File: config.mk
export PLATFORM = sky130hd
export DESIGN_NAME = median_window_filter
export DESIGN_NICKNAME = d
export VERILOG_FILES = /design/src/rtl/median_window_filter.sv
export SDC_FILE = /design/constraint.sdc
export NUM_CORES = 1
export LEC_CHECK = 0
export BUFFER_PORTS_ARGS = -buffer_cell sky130_fd_sc_hd__buf_4
export CAP_MARGIN = 10
export CORE_MARGIN = 3
export CORE_UTILIZATION = 36
export DETAILED_ROUTE_END_ITERATION = 7
export PLACE_DENSITY_LB_ADDON = 0.2
export SLEW_MARGIN = 25
export SYNTH_ARGS = -nofsm -noshare
export SYNTH_HDL_FRONTEND = slang
export SYNTH_SLANG_ARGS = --single-unit
File: constraint.sdc
create_clock -name clk -period 13.8 [get_ports clk]
set_input_delay 2.76 -clock clk [delete_from_list [all_inputs] [get_ports clk]]
set_output_delay 2.76 -clock clk [all_outputs]
set_load 0.01 [all_outputs]
File: src/rtl/median_window_filter.sv
// 3x3 median filter over a raster-order frame, two line buffers and a 2-stage pipeline.
// Optional MED_BYPASS_EN adds a 'bypass' input that forwards the window centre instead of the median.
module median_window_filter #(
  parameter int IMG_DIM    = 20,
  parameter int BIT_LENGTH = 5
) (
  input  logic                  clk,
  input  logic                  reset,
  input  logic                  in_valid,
  input  logic [BIT_LENGTH-1:0] in_pixel,
`ifdef MED_BYPASS_EN
  input  logic                  bypass,
`endif
  output logic                  out_valid,
  output logic [BIT_LENGTH-1:0] out_pixel,
  output logic [4:0]            out_row,
  output logic [4:0]            out_col,
  output logic                  frame_done
);

  localparam int CW = 5;
  localparam logic [CW-1:0] LAST_IDX = CW'(IMG_DIM - 1);
  localparam logic [CW-1:0] LAST_CTR = CW'(IMG_DIM - 2);

  logic                  byp_in;
`ifdef MED_BYPASS_EN
  assign byp_in = bypass;
`else
  assign byp_in = 1'b0;
`endif

  // Input position counters
  logic [CW-1:0] in_row_q, in_row_d;
  logic [CW-1:0] in_col_q, in_col_d;

  // Line buffers: lb0 holds row r-1, lb1 holds row r-2, indexed by column
  logic [BIT_LENGTH-1:0] lb0_q [IMG_DIM];
  logic [BIT_LENGTH-1:0] lb1_q [IMG_DIM];

  // Window: index row*3+col, row 0 oldest line, col 2 newest pixel
  logic [BIT_LENGTH-1:0] win_q [9];
  logic [BIT_LENGTH-1:0] win_d [9];
  logic                  win_valid_q, win_valid_d;
  logic [CW-1:0]         win_row_q, win_row_d;
  logic [CW-1:0]         win_col_q, win_col_d;
  logic                  win_byp_q, win_byp_d;

  // Stage 1: registered window values
  logic [BIT_LENGTH-1:0] s1_q [9];
  logic                  s1_valid_q;
  logic [CW-1:0]         s1_row_q, s1_col_q;
  logic                  s1_byp_q;

  // Stage 2: outputs
  logic                  out_valid_q, out_valid_d;
  logic [BIT_LENGTH-1:0] out_pixel_q, out_pixel_d;
  logic [CW-1:0]         out_row_q, out_row_d;
  logic [CW-1:0]         out_col_q, out_col_d;
  logic                  frame_done_q, frame_done_d;

  logic [BIT_LENGTH-1:0] med;
  logic [BIT_LENGTH-1:0] sel_pixel;
  logic [3:0]            rank;

  always_comb begin
    // NOTE: every always_comb output gets a default first so no path can infer a latch.
    in_row_d = in_row_q;
    in_col_d = in_col_q;
    if (in_valid) begin
      if (in_col_q == LAST_IDX) begin
        in_col_d = '0;
        in_row_d = (in_row_q == LAST_IDX) ? '0 : in_row_q + CW'(1);
      end else begin
        in_col_d = in_col_q + CW'(1);
      end
    end
  end

  always_comb begin
    for (int i = 0; i < 9; i++) win_d[i] = win_q[i];
    if (in_valid) begin
      for (int r = 0; r < 3; r++) begin
        win_d[r*3]     = win_q[r*3+1];
        win_d[r*3 + 1] = win_q[r*3+2];
      end
      win_d[2] = lb1_q[in_col_q];
      win_d[5] = lb0_q[in_col_q];
      win_d[8] = in_pixel;
    end
    // Window is complete only once two full rows and two columns of the current row are in
    win_valid_d = in_valid && (in_row_q >= CW'(2)) && (in_col_q >= CW'(2));
    win_row_d   = in_row_q - CW'(1);
    win_col_d   = in_col_q - CW'(1);
    win_byp_d   = byp_in;
  end

  // Median = element whose stable rank (ties broken by index) is 4 among the 9
  always_comb begin
    med  = s1_q[4];
    rank = '0;
    for (int i = 0; i < 9; i++) begin
      // NOTE: blocking '=' here because rank is a running combinational sum, not state.
      rank = '0;
      for (int j = 0; j < 9; j++) begin
        if (j != i) begin
          if ((s1_q[j] < s1_q[i]) || ((s1_q[j] == s1_q[i]) && (j < i))) rank = rank + 4'd1;
        end
      end
      if (rank == 4'd4) med = s1_q[i];
    end
  end

  always_comb begin
    sel_pixel    = s1_byp_q ? s1_q[4] : med;
    out_valid_d  = s1_valid_q;
    out_pixel_d  = s1_valid_q ? sel_pixel : out_pixel_q;
    out_row_d    = s1_valid_q ? s1_row_q : out_row_q;
    out_col_d    = s1_valid_q ? s1_col_q : out_col_q;
    frame_done_d = s1_valid_q && (s1_row_q == LAST_CTR) && (s1_col_q == LAST_CTR);
  end

  always_ff @(posedge clk) begin
    if (reset) begin
      in_row_q     <= '0;
      in_col_q     <= '0;
      win_valid_q  <= 1'b0;
      s1_valid_q   <= 1'b0;
      out_valid_q  <= 1'b0;
      out_pixel_q  <= '0;
      out_row_q    <= '0;
      out_col_q    <= '0;
      frame_done_q <= 1'b0;
    end else begin
      in_row_q     <= in_row_d;
      in_col_q     <= in_col_d;
      win_valid_q  <= win_valid_d;
      s1_valid_q   <= win_valid_q;
      out_valid_q  <= out_valid_d;
      out_pixel_q  <= out_pixel_d;
      out_row_q    <= out_row_d;
      out_col_q    <= out_col_d;
      frame_done_q <= frame_done_d;
    end
  end

  // NOTE: line buffers and data pipeline carry no reset; the valid bits alone qualify them.
  always_ff @(posedge clk) begin
    if (in_valid) begin
      lb1_q[in_col_q] <= lb0_q[in_col_q];
      lb0_q[in_col_q] <= in_pixel;
    end
    win_q     <= win_d;
    win_row_q <= win_row_d;
    win_col_q <= win_col_d;
    win_byp_q <= win_byp_d;
    s1_q      <= win_q;
    s1_row_q  <= win_row_q;
    s1_col_q  <= win_col_q;
    s1_byp_q  <= win_byp_q;
  end

  assign out_valid  = out_valid_q;
  assign out_pixel  = out_pixel_q;
  assign out_row    = out_row_q;
  assign out_col    = out_col_q;
  assign frame_done = frame_done_q;

endmodule

**Word-level counts from Yosys, hierarchy flattened**

Memory sizes are Yosys's and may differ from the RTL's. A register that Yosys moved wholly into a read port is not among the register bits.
Index checks and enable logic that the tools add are counted.

- RAM bits: 200
- Memories kept: 2
- Output and inout bits: 17
- Bits in registers: 134
- Input bits: 8
- Word-level logic and storage cells: 350

Memory list:

| memory | depth | bits a word | rd ports | clocked after Yosys merged registers in | wr ports | RTL line | source |
|---|---|---|---|---|---|---|---|
| lb0_q | 20 | 5 | 1 | 1 | 1 | 37 | `logic [BIT_LENGTH-1:0] lb0_q [IMG_DIM];` |
| lb1_q | 20 | 5 | 1 | 1 | 1 | 38 | `logic [BIT_LENGTH-1:0] lb1_q [IMG_DIM];` |

- Reduce and logical (&&, ||, !) cells: 41
- Equality and inequality tests: 49
- Mux-type cells: 87
- Magnitude comparators: 74
- Add/sub/neg operators: 67

Operator list:

| kind | number |
|---|---|
| $lt 5x5->1 | 72 |
| $add 4x1->4 const B | 63 |
| $mux 4 | 63 |
| $eq 5x5->1 | 36 |
| $mux 5 | 13 |
| $eq 4x3->1 const B | 9 |
| $logic_or 1x1->1 | 36 |
| $eq 5x5->1 const B | 4 |
| $mux 1 | 11 |
| $add 5x1->5 const B | 2 |
| $ge 5x2->1 const B | 2 |
| $sub 5x1->5 const B | 2 |
| $logic_and 1x1->1 | 4 |
| $reduce_and 2->1 | 1 |

**Logic depth before layout (Yosys ltp)**

Gate-level depths: netlist of run 1.

- Depth after elaboration: 26
- Depth in mapped cells: 34
- Mapped depth without buffers: 34

**Least setup slack after synthesis of run 1**

Ideal clock, no wire load.

- Kind: register -> register
- Start point: reg s1_q[36] in the netlist's numbering
- End point: reg out_pixel_q[1], in the netlist out_pixel[1]
- Data required time: 13.656 ns
- Setup time: 0.144 ns
- Buffers on the path: 0
- Cell stages (with the launch flop): 33
- Path slack: 7.081 ns
- Period minus slack after synthesis: 6.719 ns
- Arrival: 6.575 ns
- Path through: dfxtp_1 > inv_1 > ha_1 > nor2b_1 > o21a_1 > o21a_1 > o21ai_0 > inv_1 > o22ai_1 > inv_1 > ha_1 > o21bai_1 > o22ai_1 > or2_1 > inv_1 > ha_1 > nand2_1 > o21ai_1 > ha_1 > mux2_2 > ha_1 > o22a_1 > o31a_1 > ha_1 > mux2_2 > ha_1 > xnor2_1 > a21oi_1 > a2111o_1 > o32ai_2 > mux2_2 > a221oi_1 > a31oi_1

- Word-level cells in the longest chain between the ends: 26
- Elaborated cells on any way between the ends: 171
- Those cells by class: 56 x add/sub; 16 x order compare; 17 x eq/ne; 74 x mux; 8 x reduce/logical

RTL lines:

| element | RTL line | source |
|---|---|---|
| start, declared | 49 | `logic [BIT_LENGTH-1:0] s1_q [9];` |
| start signal, assigned | 156 | `s1_q <= win_q;` |
| $lt 5x5->1 or $eq 5x5->1 (tied branches) | 106 | `if ((s1_q[j] < s1_q[i]) \|\| ((s1_q[j] == s1_q[i]) && (j < i))) rank = rank + 4'd1;` |
| $mux 1 or $logic_or 1x1->1 (tied branches) | 106 |  |
| $add 4x1->4 or $mux 1 (tied branches) | 106 |  |
| $mux 4 or $add 4x1->4 (tied branches) | 106 |  |
| $add 4x1->4 or $mux 4 (tied branches) | 106 |  |
| $mux 4 or $add 4x1->4 (tied branches) | 106 |  |
| $add 4x1->4 or $mux 4 (tied branches) | 106 |  |
| $mux 4 or $add 4x1->4 (tied branches) | 106 |  |
| (+4 left out) | n/a |  |
| $add 4x1->4 or $mux 4 (tied branches) | 106 |  |
| $mux 4 or $add 4x1->4 (tied branches) | 106 |  |
| $add 4x1->4 or $mux 4 (tied branches) | 106 |  |
| $mux 4 or $add 4x1->4 (tied branches) | 106 |  |
| $eq 4x3->1 or $mux 4 (tied branches) | 109, 106 |  |
| $mux 5 or $eq 4x3->1 (tied branches) | 109 | `if (rank == 4'd4) med = s1_q[i];` |
| $mux 5 (7 in a row) | 109 |  |
| $mux 5 * | 109 |  |
| end signal, assigned | 139 | `out_pixel_q <= out_pixel_d;` |
| end, declared | 56 | `logic [BIT_LENGTH-1:0] out_pixel_q, out_pixel_d;` |

Every way passes the cells marked *; elsewhere a longest branch is shown, timed or not.
A chain may end at the register's enable or synchronous reset.

**Final worst setup path of run 1**

- Start point: reg s1_q[36] in the netlist's numbering
- End point: reg out_pixel_q[3], in the netlist out_pixel[3]

Same word-level chain as after synthesis.

==> results of run 1 <==
per-layer routing:
metal  up-vias  GRT usage (%)  routed length [um]
li1       6893              -                   -
met1      7050           23.2               25300
met2       283           30.6               27400
met3        97           1.21                1650
met4         0           5.87                1890
met5         -              0                   0
per-stage QoR:
| step | instances | area [sq um] | worst slack, ns | util, % | total power [W] |
|---|---|---|---|---|---|
| finish | 2595 | 23500 | 5.87 | 40.4 | 0.00427 |
| global route | 2595 | 23500 | 5.38 | 40.4 | 0.00456 |
| CTS | 2595 | 23500 | 5.89 | 40.4 | 0.00428 |
| detailed placement | 2541 | 22500 | 5.92 | 38.6 | 0.00338 |
| global placement | 2541 | 22500 | 6.13 | 38.6 | 0.00331 |
| floorplan | 1774 | 21400 | 7.08 | - | 0.00287 |
synthesized netlist by cell type, drive strengths merged, types with 21 or more instances:
| cell type | number |
|---|---|
| a21oi | 64 |
| mux2 | 26 |
| mux4 | 55 |
| inv | 101 |
| dfxtp | 99 |
| nand4 | 21 |
| xnor2 | 58 |
| and3 | 28 |
| nor2b | 34 |
| nor2 | 98 |
| nand3 | 41 |
| o21ai | 43 |
| nand2 | 103 |
| o21a | 33 |
| xor2 | 33 |
| ha | 251 |
| clkbuf | 24 |
| and2 | 26 |
| nor3 | 41 |
| mux2i | 30 |
| edfxtp | 245 |
flip-flops by register name (all words and copies together), names as in the netlist, 5 cells and up, named ones only:
signal     cells
lb0_q        100
lb1_q        100
s1_q          45
win_q         45
in_col_q       5
in_row_q       5
out_col        5
out_pixel      5
out_row        5
s1_col_q       5
s1_row_q       5
win_col_q      5
win_row_q      5
area by class of cell:
class	instances	area (sq um)	area share [%]
multi-input combinational	1295	11500	49.0
sequential	344	9340	39.7
tap	765	957	4.07
clock buffer	40	817	3.47
inverter	101	379	1.61
timing repair buffer	36	270	1.15
clock inverter	14	224	0.952
worst max-delay path, delay by kind of cell (launching register included):
kind	cells	cell delay, ns
buf+inv	4	0.36
simple gates	3	0.43
mux	3	0.97
flops	1	0.63
xor+xnor	1	0.21
compound gates	14	3.10
fa+ha+maj	7	2.09
worst max-delay path by stage:
stage | cells past startpoint | end | startpoint
floorplan | 32 | out_pixel[1] | s1_q[36]
global placement | 32 | out_pixel[1] | s1_q[36]
detailed placement | 32 | out_pixel[3] | s1_q[36]
CTS | 32 | out_pixel[3] | s1_q[36]
global route | 32 | out_pixel[1] | s1_q[36]
finish | 32 | out_pixel[3] | s1_q[36]
power breakdown:
part	total, W	internal [W]	switching, W
Sequential	0.00118	0.00114	0.0000375
Clock	0.000886	0.000526	0.000360
Combinational	0.00220	0.000954	0.00125
cells by family (layout without fill, tap and decap cells):
family | after synthesis | count (layout) | synth area share, %
AOI/OAI and AO/OA | 345 | 345 | 12.6
xor gates and xnor gates | 111 | 111 | 6.29
adders and majority gates | 251 | 251 | 14.7
buffers and inverters | 135 | 191 | 2.38
DFF | 344 | 344 | 43.7
muxes | 111 | 111 | 8.59
and+or+nand+nor | 477 | 477 | 11.7
==> reports/qor.yml, run 1 <==
area_growth_syn_to_layout_pct: 10.1
hold_path.class: "reg -> reg"
hold_buffers: 0
critPathArrivalTime_ns: 8.36
io_pins: 25
setup_viol: 0
postCtsResizedCells: 0
slowest_delay_ns: 0.63
firstDrtPassIters: 5
clkSinkCount: 344
clock_path_buffers: 3
cts_setup_buffers: 0
start_kind: "register"
skew_ns: 0.0244
regToRegSetupSlack_ns: 5.87
drt-initial-drc-count: 769
min_from: "win_row_q[0]"
cts-buffers-inserted: 29
rr_startpoint: "s1_q[36]"
synth_edf_count: 245
path_class: "reg -> reg"
grt_max_degree: 62
rr_worst_depth: 32
clock_latency_ns: 0.57
grt_pass1_vias: 14100
synth_cell_types: 107
h-tree-depth: 1
clockRootBuffer: "clkbuf_16"
worst_hold_path.endpoint: "s1_row_q[0]"
via_count: 14300
synth_area_per_cell_sq_um: 12.0
antennaDiodeCount: 0
viasPerCell: 5.52
ir_drop_uv: 107
slew_viol_final: 0
tightest_slew_ns: 1.02
drt_wl_total_um: 56200
rsz0062_at_grt: "false"
port_buffers: 24
p_leak_nw: 9.09
gp_congestion: 0.861
timing.rr.end: "out_pixel[3]"
max_slew_margin_pct: 31.8
endpoint_kind: "register"
nets: 2066
die_x_um: 250
final_common_cell: "ha_1"
hold_viol: 0
floorplan.initialDensity_pct: 36.7
worst_path_max_delay_cell: "dfxtp_1"
overflow: 0
yosysWarnings: 0
period_share_pct: 57.5
max_freq_ghz: 0.126
layout-drive-gt1-share_pct: 12.8
tns_ns: 0
grt_pass1_wl_um: 85200
grt_use_total_pct: 17.6
crit_path_frequent_cell: "ha_1"
ys_ff_latch: 344
drtAntennaViolNets: 0
ys.flop_type: "edfxtp_1"
cp_max_fo: 9
core_area_sq_mm: 0.0582
rows: 88
wire_per_inst_um: 21.7
syn_nets: 2033
worst_hold_slack_ns: 0.328
synth_seq_area_share_pct: 43.7
final_cell_mix: "ha_1 (251), edfxtp_1 (245), nand2_1 (102), inv_1 (100), dfxtp_1 (97)"
hpwl_um: 41700
min_path_cells: 0
critical_path_required_ns: 14.23
drc: 0
path_clk_slew_ns: 0.08
drv_cap: 0
fillers: 5397
cts_tree: "built"
p_per_area_mw_per_mm2: 182
status: "completed"
synth_top_area_share_pct: 34.4
die_h_um: 250
synth_largest_area_cell: "edfxtp_1"
final.min_clock_period_ns: 7.93
yosys-top-cells-area: "edfxtp_1 (34%), ha_1 (15%), dfxtp_1 (9.3%)"
fp.dieArea_sq_mm: 0.0623
antenna_found_initial: 0
postSynthCellCount: 1774
synth_area_sq_mm: 0.0214
synthArstFlopShare_pct: 0
No activity file was read; power rests on OpenSTA's default activity.
==> run 2: changes to the inputs <==
==> constraint.sdc (replaced) <==
create_clock -name clk -period 6.7 [get_ports clk]
set_input_delay 1.34 -clock clk [delete_from_list [all_inputs] [get_ports clk]]
set_output_delay 1.34 -clock clk [all_outputs]
set_load 0.01 [all_outputs]
==> run 2 against run 1 <==
  * Sequential share of layout area down 2.4 points
  * Count of clock-buffer cells in the layout fell by 6
  * Cell area is 6.4% higher
  * Utilization rose by 2.6 points
  * Sequential power is 100% higher
  * Clock power grew 110%
  * Maximum frequency up 23%
  * Die area did not move
  * Final cell count grew 5.0%
  * Flip-flop and latch count unchanged
  * Largest power group unchanged
  * Critical endpoint is now out_pixel[4]
  * Via count is 4.5% higher
  * Global-route usage is 0.44 points higher
==> reports/qor.yml, run 2 (synthesis gave the netlist of run 1 again) <==
worst_hold_slack_ns: 0.321
die_h_um: 250
hold_viol: 0
port_buffers: 24
grt_pass1_vias: 14900
min_path_cells: 0
final_cell_area_sq_mm: 0.0250
reg.largest.list: "lb0_q (100), lb1_q (100)"
final_cell_mix: "edfxtp_1 (245), ha_1 (234), buf_4 (156), nand2_1 (99), inv_1 (94)"
final_common_cell: "edfxtp_1"
ir_drop_uv: 264
critical_path_required_ns: 7.19
tightest_slew_ns: 1.04
status: "completed"
via_count: 15000
grt_use_total_pct: 18.0
timing.rr.end: "out_pixel[4]"
clockRootBuffer: "clkbuf_16"
drc: 0
final.min_clock_period_ns: 6.44
area_growth_syn_to_layout_pct: 17.2
clock_latency_ns: 0.57
rr_startpoint: "s1_q[41]"
drt_wl_total_um: 57900
io_pins: 25
multi_input_area_sq_mm: 0.0120
hpwl_um: 43700
die_x_um: 250
antenna_found_initial: 0
regToRegSetupSlack_ns: 0.26
slowest_delay_ns: 0.34
critPathArrivalTime_ns: 6.93
skew_ns: 0.0181
drt-initial-drc-count: 905
max_freq_ghz: 0.155
rows: 88
clock_path_buffers: 3
hold_path.class: "reg -> reg"
nets: 2195
cts-buffers-inserted: 31
path_clk_slew_ns: 0.07
p_per_area_mw_per_mm2: 390
regArea_sq_mm: 0.00936
layout-drive-gt1-share_pct: 22.9
tns_ns: 0
h-tree-depth: 1
rr_worst_depth: 35
cp_max_fo: 5
drv_cap: 0
fp.dieArea_sq_mm: 0.0623
overflow: 0
max_slew_margin_pct: 30.3
gp_congestion: 0.875
start_kind: "register"
wire_per_inst_um: 21.3
setup_viol: 0
core_area_sq_mm: 0.0582
firstDrtPassIters: 5
floorplan.initialDensity_pct: 36.7
min_from: "win_row_q[2]"
slew_viol_final: 0
cts_tree: "built"
drtAntennaViolNets: 0
period_share_pct: 96.1
endpoint_kind: "register"
timing.final.ws_setup_ns: 0.263
grt_max_degree: 62
path_class: "reg -> reg"
worst_hold_path.endpoint: "s1_row_q[2]"
placed_cell_area_sq_mm: 0.0232
worst_path_max_delay_cell: "dfxtp_2"
p_leak_nw: 9.79
grt_pass1_wl_um: 88200
clkSinkCount: 344
crit_path_frequent_cell: "ha_1"
pre_cts_ws_ns: -0.371
viasPerCell: 5.50
fillers: 5343
## run 2: through the flow
stage	power [W]	instances	util (%)
2_1_floorplan	0.00593	1774	-
3_3_place_gp	0.00709	2642	39.9
3_5_place_dp	0.00724	2642	39.9
4_1_cts	0.00925	2699	41.9
5_1_grt	0.0104	2724	43.0
6_report	0.00975	2725	43.0
## run 2: worst max-delay path by stage
stage / startpoint / endpoint / slack, ns / cells past startpoint
after floorplan: s1_q[36] / out_pixel[1] / 0.01 / 32
after global placement: s1_q[41] / out_pixel[2] / -0.27 / 32
after detailed placement: s1_q[41] / out_pixel[2] / -0.37 / 32
after CTS: s1_q[31] / out_pixel[2] / 0.01 / 32
after global routing: s1_q[16] / out_pixel[1] / -0.08 / 33
final: s1_q[41] / out_pixel[4] / 0.26 / 35
## run 2: layout make-up
type	count	share of cell area, %
tap	765	3.82
clock inverter	22	1.12
timing repair buffer	163	4.99
sequential	344	37.4
antenna	1	0.0100
multi-input combinational	1295	48.0
inverter	101	1.53
clock buffer	34	3.14
## run 2: worst max-delay path: cells and delay by family, from the launching register on
family                   cells  cell delay [ns]
AO/OA/AOI/OAI               13             2.48
AND/OR/NAND/NOR              7             0.79
buffers and inverters        7             0.78
adder cells (fa/ha/maj)      7             1.84
flip-flops                   1             0.34
XOR/XNOR                     1             0.12
## run 2: what timing repair did
item                       CTS  global route
resized for setup           18            94
setup buffers                1            25
hold buffers                 0             0
pin swaps                    2            35
setup endpoints to repair    5             5
## run 2: per-layer routing
layer  GRT usage, %  part of all wire, %
met4           4.46                  2.3
met1           24.5                   45
met2           31.3                   49
met5              0                    0
met3           1.27                  3.8
## run 2: report_power, final
| part | total (W) | internal, W | switching (W) |
|---|---|---|---|
| clock network | 0.00186 | 0.00108 | 0.000775 |
| registers | 0.00239 | 0.00236 | 0.0000362 |
| logic | 0.00550 | 0.00257 | 0.00294 |
| total | 0.00975 | 0.00601 | 0.00375 |
==> run 3: changes to the inputs <==
--- a/config.mk
+++ b/config.mk
@@ -8,7 +8,7 @@
 export BUFFER_PORTS_ARGS = -buffer_cell sky130_fd_sc_hd__buf_4
 export CAP_MARGIN = 10
 export CORE_MARGIN = 3
-export CORE_UTILIZATION = 36
+export CORE_UTILIZATION = 51
 export DETAILED_ROUTE_END_ITERATION = 7
 export PLACE_DENSITY_LB_ADDON = 0.2
 export SLEW_MARGIN = 25
==> run 3 against run 2 <==
  * Power down 1.2%
  * Critical path depth down 4
  * Wire length down 5.2%
  * Final cell count down 9.0%
  * Utilization up 17 points
  * Worst setup slack worse by 0.046 ns
  * First-iteration DRC count up 21%
  * Register-to-register slack worse by 0.05 ns
  * Maximum frequency down 0.71%
  * Via count up 0.67%
  * Clock skew up 0.0033 ns
  * Flip-flop and latch count unchanged
  * Critical path type unchanged
==> reports/qor.yml, run 3 (synthesis gave the netlist of run 1 again) <==
use_met2_pct: 42.4
status: "completed"
reg.largest.list: "lb0_q (100), lb1_q (100)"
met3_usage_pct: 2.18
clkSinkCount: 344
fin_cells: 2480
clockRootBuffer: "clkbuf_16"
grt_pass1_wl_um: 83600
place_inst: 2404
nets: 2184
gp_congestion: 0.934
crit_path_frequent_cell: "ha_1"
min_path_cells: 0
drtAntennaViolNets: 0
floorplan.initialDensity_pct: 52.0
antennaDiodeCount: 0
endpoint_kind: "register"
tns_ns: 0
placed_cell_area_sq_mm: 0.0229
worst_path_max_delay_cell: "a2111o_1"
final_cell_mix: "edfxtp_1 (245), ha_1 (239), buf_4 (148), nand2_1 (97), inv_1 (93)"
skew_ns: 0.0214
worst_hold_path.endpoint: "s1_row_q[2]"
overflow: 0
start_kind: "register"
die_h_um: 211
rows: 74
viasPerCell: 6.08
ir_drop_uv: 254
timing.rr.end: "out_pixel[4]"
critical_path_required_ns: 7.12
die_x_um: 211
max_freq_ghz: 0.154
io_pins: 25
final_cell_area_sq_mm: 0.0246
grt_use_total_pct: 24.3
drc: 0
drv_cap: 0
layout-drive-gt1-share_pct: 22.4
final_common_cell: "edfxtp_1"
final.min_clock_period_ns: 6.48
firstDrtPassIters: 5
hpwl_um: 40400
port_buffers: 24
p_per_area_mw_per_mm2: 391
max_slew_margin_pct: 29.0
hold_viol: 0
h-tree-depth: 1
path_class: "reg -> reg"
min_from: "win_row_q[2]"
antenna_found_initial: 0
rr_startpoint: "s1_q[31]"
hold_path.class: "reg -> reg"
clock_path_buffers: 3
setup_viol: 0
via_count: 15100
top_usage_layer: "met2"
wire_per_inst_um: 22.1
slew_viol_final: 0
clock_latency_ns: 0.57
grt_util_met1_pct: 31.0
critPathArrivalTime_ns: 6.91
drt-initial-drc-count: 1099
cts_tree: "built"
path_clk_slew_ns: 0.07
drt_wl_total_um: 54900
worst_hold_slack_ns: 0.320
grt_max_degree: 62
cp_max_fo: 5
area_growth_syn_to_layout_pct: 15.3
p_leak_nw: 9.73
fp.dieArea_sq_mm: 0.0444
grt_pass1_vias: 15000
regToRegSetupSlack_ns: 0.22
rr_worst_depth: 31
period_share_pct: 96.8
slowest_delay_ns: 0.42
cts-buffers-inserted: 30
core_area_sq_mm: 0.0411
tightest_slew_ns: 1.06
run 3: cell types whose count changed in the layout (fill, tap and decap cells not counted), sizes merged:
cell	before	now
buf	163	153
clkinv	11	15
bufinv	6	3
clkinvlp	3	1
clkbuf	34	35
diode	1	0
inv	103	102
run 3: repair_timing:
action,CTS,global route
gates resized for setup,22,96
setup endpoints to repair,5,5
endpoints found under the hold margin,0,0
hold buffers,0,0
pin swaps,5,40
buffers inserted,3,18
run 3: worst max path at each step:
stage / from / endpoint / slack (ns) / cells after the start
global placement: s1_q[36] / out_pixel[0] / -0.08 / 31
finish: s1_q[31] / out_pixel[4] / 0.22 / 31
CTS: s1_q[41] / out_pixel[1] / 0.006 / 31
detailed placement: s1_q[36] / out_pixel[4] / -0.24 / 32
global route: s1_q[41] / out_pixel[3] / -0.05 / 33
floorplan: s1_q[36] / out_pixel[1] / 0.01 / 32
run 3: power breakdown:
part	internal [W]	switching (W)	leakage (nW)
combinational	0.00262	0.00292	6.19
sequential	0.00236	0.0000357	3.06
clock	0.000952	0.000749	0.480
run 3: cell type report:
cell class | instances | area (sq um)
repair buffers | 153 | 1200
fillers | 3269 | 16500
flip-flops and latches | 344 | 9350
inverters | 101 | 379
well taps | 532 | 666
clock inverters | 20 | 193
clock buffers | 35 | 779
multi-input cells | 1295 | 12100
run 3: worst max-delay path, delay by kind of cell, from the launching register on:
kind	cells	cell delay (ns)
compound gates	13	2.37
fa+ha+maj	7	1.90
mux	3	0.88
simple gates	3	0.39
flops	1	0.33
buf+inv	4	0.32
xor+xnor	1	0.13
run 3: routing by layer:
metal	routed length, um	share of wire, %	vias to the layer above
li1	-	-	7105
met1	22900	42	7377
met2	26800	49	446
met3	2490	4.5	146
met4	2710	4.9	0
met5	0	0	-
run 3: stage by stage:
stage,total power (W),util [%],setup WS (ns)
6_report,0.00964,59.9,0.217
5_1_grt,0.0103,59.9,-0.0549
4_1_cts,0.00903,58.5,0.00643
3_5_place_dp,0.00710,55.8,-0.241
3_3_place_gp,0.00696,55.8,-0.0780
2_1_floorplan,0.00593,-,0.0126
